--- config.mk ---
export PLATFORM = sky130hd
export DESIGN_NAME = mult_div_unit
export DESIGN_NICKNAME = d
export VERILOG_FILES = /design/src/rtl/mult_div_unit.sv
export SDC_FILE = /design/constraint.sdc
export NUM_CORES = 2
export LEC_CHECK = 0
export ABC_AREA = 1
export BUFFER_PORTS_ARGS = -buffer_cell sky130_fd_sc_hd__clkbuf_2
export CORE_MARGIN = 2
export CORE_UTILIZATION = 45
export DETAILED_ROUTE_END_ITERATION = 10
export HOLD_SLACK_MARGIN = 0.02
export MAX_ROUTING_LAYER = met4
export PLACE_DENSITY_LB_ADDON = 0.05
export SYNTH_ARGS = -nofsm -noshare
export SYNTH_HDL_FRONTEND = slang
export SYNTH_SLANG_ARGS = --single-unit
--- constraint.sdc ---
create_clock -name clk -period 116.8 [get_ports clk]
set_input_delay 17.52 -clock clk [delete_from_list [all_inputs] [get_ports clk]]
set_output_delay 17.52 -clock clk [all_outputs]
set_load 0.005 [all_outputs]
--- src/rtl/mult_div_unit.sv ---
// ---------------------------------------------------------------------------
// mult_div_unit
//   Execute-stage multiply/divide unit for the P6 pipeline. Owns the
//   architectural HI/LO registers, runs multi-cycle mult/multu/div/divu,
//   single-cycle mthi/mtlo writes and combinational mfhi/mflo reads, and
//   raises the MDU stall request toward the hazard logic.
//
// Ports
//   clk      in   clock
//   reset    in   synchronous, active-high reset
//   start    in   one-cycle launch pulse for MDOp 1..4
//   MDOp     in   [3:0] 0 none,1 mult,2 multu,3 div,4 divu,
//                        5 mthi,6 mtlo,7 mfhi,8 mflo
//   A, B     in   [31:0] forwarded rs / rt operands
//   MDReq    in   Decode-stage instruction needs the MDU
//   busy     out  multi-cycle operation in flight
//   MDStall  out  stall request to the hazard unit
//   HI, LO   out  [31:0] architectural HI / LO
//   MDOut    out  [31:0] mfhi / mflo read data
// ---------------------------------------------------------------------------
module mult_div_unit #(
  parameter int MULT_CYCLES = 5,
  parameter int DIV_CYCLES  = 10
) (
  input  logic        clk,
  input  logic        reset,
  input  logic        start,
  input  logic [3:0]  MDOp,
  input  logic [31:0] A,
  input  logic [31:0] B,
  input  logic        MDReq,
  output logic        busy,
  output logic        MDStall,
  output logic [31:0] HI,
  output logic [31:0] LO,
  output logic [31:0] MDOut
);

  localparam logic [3:0] OP_MULT  = 4'd1;
  localparam logic [3:0] OP_MULTU = 4'd2;
  localparam logic [3:0] OP_DIV   = 4'd3;
  localparam logic [3:0] OP_DIVU  = 4'd4;
  localparam logic [3:0] OP_MTHI  = 4'd5;
  localparam logic [3:0] OP_MTLO  = 4'd6;
  localparam logic [3:0] OP_MFHI  = 4'd7;
  localparam logic [3:0] OP_MFLO  = 4'd8;

  localparam int MAX_CYC = (MULT_CYCLES > DIV_CYCLES) ? MULT_CYCLES : DIV_CYCLES;
  localparam int CNT_W   = $clog2(MAX_CYC + 1);

  typedef enum logic {S_IDLE, S_RUN} state_e;

  state_e             state_q;
  logic [CNT_W-1:0]   cnt_q;
  logic [31:0]        hi_q, lo_q;
  logic [31:0]        pend_hi_q, pend_lo_q;
  logic               pend_wr_q;   // pending result may be committed (not a /0)

  // -------------------------------------------------------------------------
  // Operand decode
  // -------------------------------------------------------------------------
  logic is_mul, is_div, is_signed, is_md;

  assign is_mul    = (MDOp == OP_MULT) || (MDOp == OP_MULTU);
  assign is_div    = (MDOp == OP_DIV)  || (MDOp == OP_DIVU);
  assign is_signed = (MDOp == OP_MULT) || (MDOp == OP_DIV);
  assign is_md     = is_mul || is_div;

  // Signed ops run on magnitudes through one shared unsigned multiplier and
  // divider; signs are re-applied afterwards. This also makes the
  // 0x80000000 / -1 case fall out naturally (|A| = 0x80000000, quotient
  // stays 0x80000000, remainder 0) with no overflowing signed divide.
  logic        a_neg, b_neg;
  logic [31:0] a_mag, b_mag;

  assign a_neg = is_signed & A[31];
  assign b_neg = is_signed & B[31];
  assign a_mag = a_neg ? (~A + 32'd1) : A;
  assign b_mag = b_neg ? (~B + 32'd1) : B;

  // -------------------------------------------------------------------------
  // Multiply
  // -------------------------------------------------------------------------
  logic [63:0] prod_mag, prod;

  assign prod_mag = {32'd0, a_mag} * {32'd0, b_mag};
  assign prod     = (a_neg ^ b_neg) ? (~prod_mag + 64'd1) : prod_mag;

  // -------------------------------------------------------------------------
  // Divide: truncating quotient, remainder follows the dividend's sign.
  // -------------------------------------------------------------------------
  logic        div_zero;
  logic [31:0] dvsr, quo_mag, rem_mag, quo, rem;

  assign div_zero = (B == 32'd0);
  // Keep the divider operand non-zero so the datapath never sees x/0;
  // the result is discarded at commit anyway.
  assign dvsr     = div_zero ? 32'd1 : b_mag;
  assign quo_mag  = a_mag / dvsr;
  assign rem_mag  = a_mag % dvsr;
  assign quo      = (a_neg ^ b_neg) ? (~quo_mag + 32'd1) : quo_mag;
  assign rem      = a_neg ? (~rem_mag + 32'd1) : rem_mag;

  // Next pending result captured at launch
  logic [31:0]      res_hi_d, res_lo_d;
  logic             res_wr_d;
  logic [CNT_W-1:0] res_cnt_d;

  always_comb begin
    res_hi_d  = prod[63:32];
    res_lo_d  = prod[31:0];
    res_wr_d  = 1'b1;
    res_cnt_d = CNT_W'(MULT_CYCLES);
    if (is_div) begin
      res_hi_d  = rem;
      res_lo_d  = quo;
      res_wr_d  = ~div_zero;
      res_cnt_d = CNT_W'(DIV_CYCLES);
    end
  end

  // -------------------------------------------------------------------------
  // Control FSM + HI/LO
  // -------------------------------------------------------------------------
  always_ff @(posedge clk) begin
    if (reset) begin
      state_q   <= S_IDLE;
      cnt_q     <= '0;
      hi_q      <= '0;
      lo_q      <= '0;
      pend_hi_q <= '0;
      pend_lo_q <= '0;
      pend_wr_q <= 1'b0;
    end else begin
      case (state_q)
        S_IDLE: begin
          if (start && is_md) begin
            state_q   <= S_RUN;
            cnt_q     <= res_cnt_d;
            pend_hi_q <= res_hi_d;
            pend_lo_q <= res_lo_d;
            pend_wr_q <= res_wr_d;
          end else if (MDOp == OP_MTHI) begin
            hi_q <= A;
          end else if (MDOp == OP_MTLO) begin
            lo_q <= A;
          end
        end
        S_RUN: begin
          // start, mthi and mtlo are all ignored while running
          if (cnt_q == CNT_W'(1)) begin
            state_q   <= S_IDLE;
            cnt_q     <= '0;
            pend_wr_q <= 1'b0;
            if (pend_wr_q) begin
              hi_q <= pend_hi_q;
              lo_q <= pend_lo_q;
            end
          end else begin
            cnt_q <= cnt_q - CNT_W'(1);
          end
        end
        default: begin
          state_q <= S_IDLE;
          cnt_q   <= '0;
        end
      endcase
    end
  end

  assign busy    = (state_q == S_RUN);
  assign HI      = hi_q;
  assign LO      = lo_q;
  assign MDStall = MDReq & (start | busy);
  // Reads show the current (possibly stale) HI/LO; the stall covers hazards.
  assign MDOut   = (MDOp == OP_MFHI) ? hi_q :
                   (MDOp == OP_MFLO) ? lo_q : 32'd0;

endmodule
### Word-level counts from Yosys, hierarchy flattened

Index checks and enable logic that the tools add are counted.
Widths: inputs -> output; s select.

* add/subtract/negate cells: 6
* $mul: 1
* div/mod/pow operators: 2
* eq/ne operators: 16
* muxes and demuxes: 32
* bitwise gates (word level): 12
* reductions and logical operators: 10

Operators with widths (count)
* $mux 32: 18
* $add 32x1->32 const B: 4
* $not 32->32: 4
* $pmux 32 s2: 2
* $add 64x1->64 const B: 1
* $mul 32x32->64: 1
* $mux 64: 1
* $not 64->64: 1
* $div 32x32->32: 1
* $logic_not 32->1: 1
* $mod 32x32->32: 1
* $eq 4x3->1 const B: 4
* $mux 4: 3
* $ne 2x2->1 const B: 5
* $eq 4x1->1 const B: 2
* $eq 4x2->1 const B: 2
* $pmux 4 s2: 1
* $mux 1: 5
* $reduce_and 5->1: 1
* $eq 4x4->1 const B: 1
* $logic_or 1x1->1: 4
* $ne 2x1->1 const B: 2
* $pmux 1 s2: 2
* $reduce_and 2->1: 2
* 7 further kinds: 10

* register bits: 134
* input bits: 72
* output and inout bits: 98
* logic and storage cells: 86

### Longest topological paths before layout

* depth in word-level cells: 10
* gate-level depth with buffers: 580
* depth with buffers taken out: 571

### Least setup slack after synthesis

OpenSTA, ideal clock, no wires.

* path kind: input to register
* start: input port B[0]
* end: register pend_lo_q[28]
* setup time: 0.095 ns
* data arrival time: 83.703 ns
* required time: 116.705 ns
* setup slack: 33.001 ns
* cell stages on the path: 545
* buffers on the path: 21
* cell sequence: buf_4 inv_4 clkbuf_1 ha_1 nand2_2 inv_1 nor2_1 xor2_1 nand3_1 nor3_1 nand3_1 nand2_1 inv_1 ha_1 inv_1 nor2_1 nor2_1 nor3_1 [... 509 more ...] inv_1 nor3_1 inv_1 nor3_1 inv_1 nor4_2 inv_1 nor3_2 inv_2 nor3_1 inv_2 nor4_2 nand3_1 nor3_1 nor2_1 nand2_1 nand3_1 a221oi_1

* longest elaborated chain between the ends: 9
* elaborated cells between the ends (all ways): 14
* classes of those cells: add/sub (3); mul (1); div (1); mux (5); bitwise (3); reduce/logical (1)

RTL lines
* from (decl): RTL line 30 `input logic [31:0] B,`
* $not 32->32: RTL line 79 `assign b_mag = b_neg ? (~B + 32'd1) : B;`
* $add 32x1->32: RTL line 79
* $mux 32: RTL line 79
* $mux 32: RTL line 98 `assign dvsr = div_zero ? 32'd1 : b_mag;`
* $div 32x32->32: RTL line 99 `assign quo_mag = a_mag / dvsr;`
* $not 32->32: RTL line 101 `assign quo = (a_neg ^ b_neg) ? (~quo_mag + 32'd1) : quo_mag;`
* $add 32x1->32: RTL line 101
* $mux 32: RTL line 101
* $mux 32 *: RTL line 114 `if (is_div) begin`
* to (signal assigned): RTL line 141 `pend_lo_q <= res_lo_d;`
* to (decl): RTL line 56 `logic [31:0] pend_hi_q, pend_lo_q;`

Mark *: on every way between the ends. The rest lies on a longest branch, timed or not.
A chain may end at the register's enable or synchronous reset.

### Worst setup path in the final report

* start: input port A[0]
* end: register pend_lo_q[30]

* longest elaborated chain between the ends: 8
* elaborated cells between the ends (all ways): 12
* classes of those cells: add/sub (3); mul (1); div (1); mux (4); bitwise (3)

RTL lines
* from (decl): RTL line 29 `input logic [31:0] A,`
* $not 32->32: RTL line 78 `assign a_mag = a_neg ? (~A + 32'd1) : A;`
* $add 32x1->32: RTL line 78
* $mux 32 *: RTL line 78
* $div 32x32->32 / $mul 32x32->64 (equally long branches): RTL line 99, 86
* $not 32->32 / $not 64->64 (equally long branches): RTL line 101, 87
* $add 32x1->32 / $add 64x1->64 (equally long branches): RTL line 101, 87
* $mux 32 / $mux 64 (equally long branches): RTL line 101, 87
* $mux 32 *: RTL line 114

Marks and branches as above.

==> impl_metrics.yaml <==
outcome:
  status: "finished clean"
yosys:
  netlist_area_sq_um: 73660
  synth_compound_area_share_pct: 12.95
  synth_top_family_by_area: "adder cells"
  synthSimpleGateAreaFrac_pct: 26.35
  ys_seq_area_share_pct: 3.642
  synthArstFlopShare_pct: 0
  synth.most_common_cell: "nand2_1"
  synth_edf_count: 0
  synth.distinct_cells: 83
  synthesis.nets: 12871
  synth_top_cell_area_share_pct: 24.38
  synthAdderAreaFrac_pct: 37.95
  avgSynthCellArea_sq_um: 6.634
  synth_xor_area_share_pct: 5.482
  synth_area_leaders: "fa_1, nand2_1, ha_1"
  yosys.area.top_type: "fa_1"
  synth_warnings: 0
  synth_common_cells: "nand2_1, inv_1, fa_1"
  synth-main-ff-cell: "dfxtp_1"
  ys_ff_latch: 134
  synth.mux.area_fraction_pct: 0
  synth_cells: 11103
clock_tree:
  worstSkewPairLatency_ps: 460
  cts_buffers: 17
  htree_num_levels: 4
  clockRootBuffer: "clkbuf_16"
  cts.sinks: 134
  cts_tree: "done"
  post_cts_buffers: 0
  hold_buffers: 0
  cts_resized: 0
  cts.clk_slew.worst_paths_ps: 70
  clk_path_buf_depth: 2
timing:
  slew_headroom_pct: 3.469
  setup_slack_ps: 15560
  finalCriticalPeriod_ps: 101240
  maxSlewViolCount: 0
  setup_violations: 0
  rsz0062_at_grt: "false"
  final_hold_viol_count: 0
  fin_worst_skew_ps: 11.84
  finalCritPeriodShare_pct: 86.67
  worstMarginPinSlew_ps: 1443
  timing.hold.ws_ps: 464.3
  fmax_mhz: 9.878
  tns_ps: 0
worst_setup_path:
  max_stage_delay_ps: 600
  crit_path_end_kind: "flop"
  required_ps: 117170
  crit_type: "input port to flop"
  r2r_slack_ps: 113300
  path_common_cell: "nand2_1"
  slowest_stage: "clkinv_1"
  cp.arrival_ps: 101600
  cp_max_fo: 39
  cp-start-kind: "input port"
grt:
  antenna_found_initial: 14
  grt_pass1_vias: 74529
  grt_max_degree: 90
  groute.usage.overall_pct: 39.75
  grt_pass1_wl_um: 481300
  overflow: 0
placed_design:
  hpwl_um: 261200
  io_buffers: 169
  place_ws_ps: 16960
  gp_congestion: 1.046
floorplan:
  die_h_um: 408.6
  start_util_pct: 45.30
  dieArea_sq_um: 166900
  std_cell_rows: 148
  core_sq_um: 162600
  ios: 170
  die_w_um: 408.6
detailed_routing:
  dr_total_vias: 75055
  remaining_drc_errors: 0
  firstDrtPassIters: 8
  via_per_inst: 5.638
  drt_wl_total_um: 325600
  postRouteAntennaNets: 0
  drtIter0Drc: 6947
  wl_per_cell_um: 24.46
hold_path:
  min_path_type: "flop to flop"
job:
  drv_cap: 0
cells_and_area:
  drive_gt1_share_pct: 6.967
  final_util_pct: 47.89
  areaGrowthSynthToFinish_pct: 5.721
  fin_nets: 12879
[critical path: cells and delay by family]
| family | cells | cell delay, ps |
|---|---|---|
| buf+inv | 99 | 13130 |
| simple gates | 247 | 32810 |
| compound gates | 140 | 26820 |
| xor+xnor | 5 | 890 |
| fa+ha+maj | 33 | 10100 |
[per-layer routing]
layer  vias up  global-route usage [%]  share of wire, %
li1      34766                       -                 -
met1     36357                   48.88                40
met2      3188                   63.58                46
met3       744                   5.727               7.6
met4         0                   20.21               6.4
met5         -                       -                 0
[cells by family (layout without fill, tap and decap cells)]
kind of cell	after synthesis	count (layout)
AND/OR/NAND/NOR	4569	4569
buffers and inverters	2592	2613
adder cells (fa/ha/maj)	1696	1696
AO/OA/AOI/OAI	1654	1654
XOR/XNOR	458	458
flip-flops	134	134
other	0	13
[state kept, by name (all words and copies together), names as in the netlist]
name       count
HI            32
pend_wr_q      1
LO            32
pend_hi_q     32
cnt_q          4
busy           1
pend_lo_q     32
[cell type report]
type | count | area [sq um]
clock inverters | 15 | 185.2
inverters | 2235 | 8409
repair buffers | 346 | 2175
well taps | 2175 | 2721
fillers | 17292 | 84720
flip-flops and latches | 134 | 2683
diodes | 13 | 32.53
multi-input cells | 8377 | 61240
clock buffers | 17 | 425.4
[final timing paths]
kind                                             start                          to  cells after the start
worst max-delay path                              A[0]  pend_lo_q[30]$_SDFFE_PP0P_                    524
worst max register to register         busy$_SDFF_PP0_         HI[23]$_SDFFE_PP0P_                      8
worst min register to register  pend_wr_q$_SDFFE_PP0P_      pend_wr_q$_SDFFE_PP0P_                      2
worst min-delay path            pend_wr_q$_SDFFE_PP0P_      pend_wr_q$_SDFFE_PP0P_                      2
[placed cells by master, fill, tap and decap left out, drive strengths merged, types with 148 or more instances in the layout]
master,Yosys,routed
nand2,2921,2921
inv,2216,2222
fa,897,897
ha,799,799
nor2,731,731
a21oi,700,700
o21ai,542,542
nand3,499,499
xor2,310,310
clkbuf,244,186
buf,113,177
xnor2,148,148
[through the flow]
step           instances  area [sq um]
2_1_floorplan      11103         73660
3_3_place_gp       13267         77230
3_5_place_dp       13267         77230
4_1_cts            13299         77840
5_1_grt            13308         77860
6_report           13312         77870
Power is not shown: default switching activity piles up to over one toggle a cycle in this logic, so the estimate is an artifact.
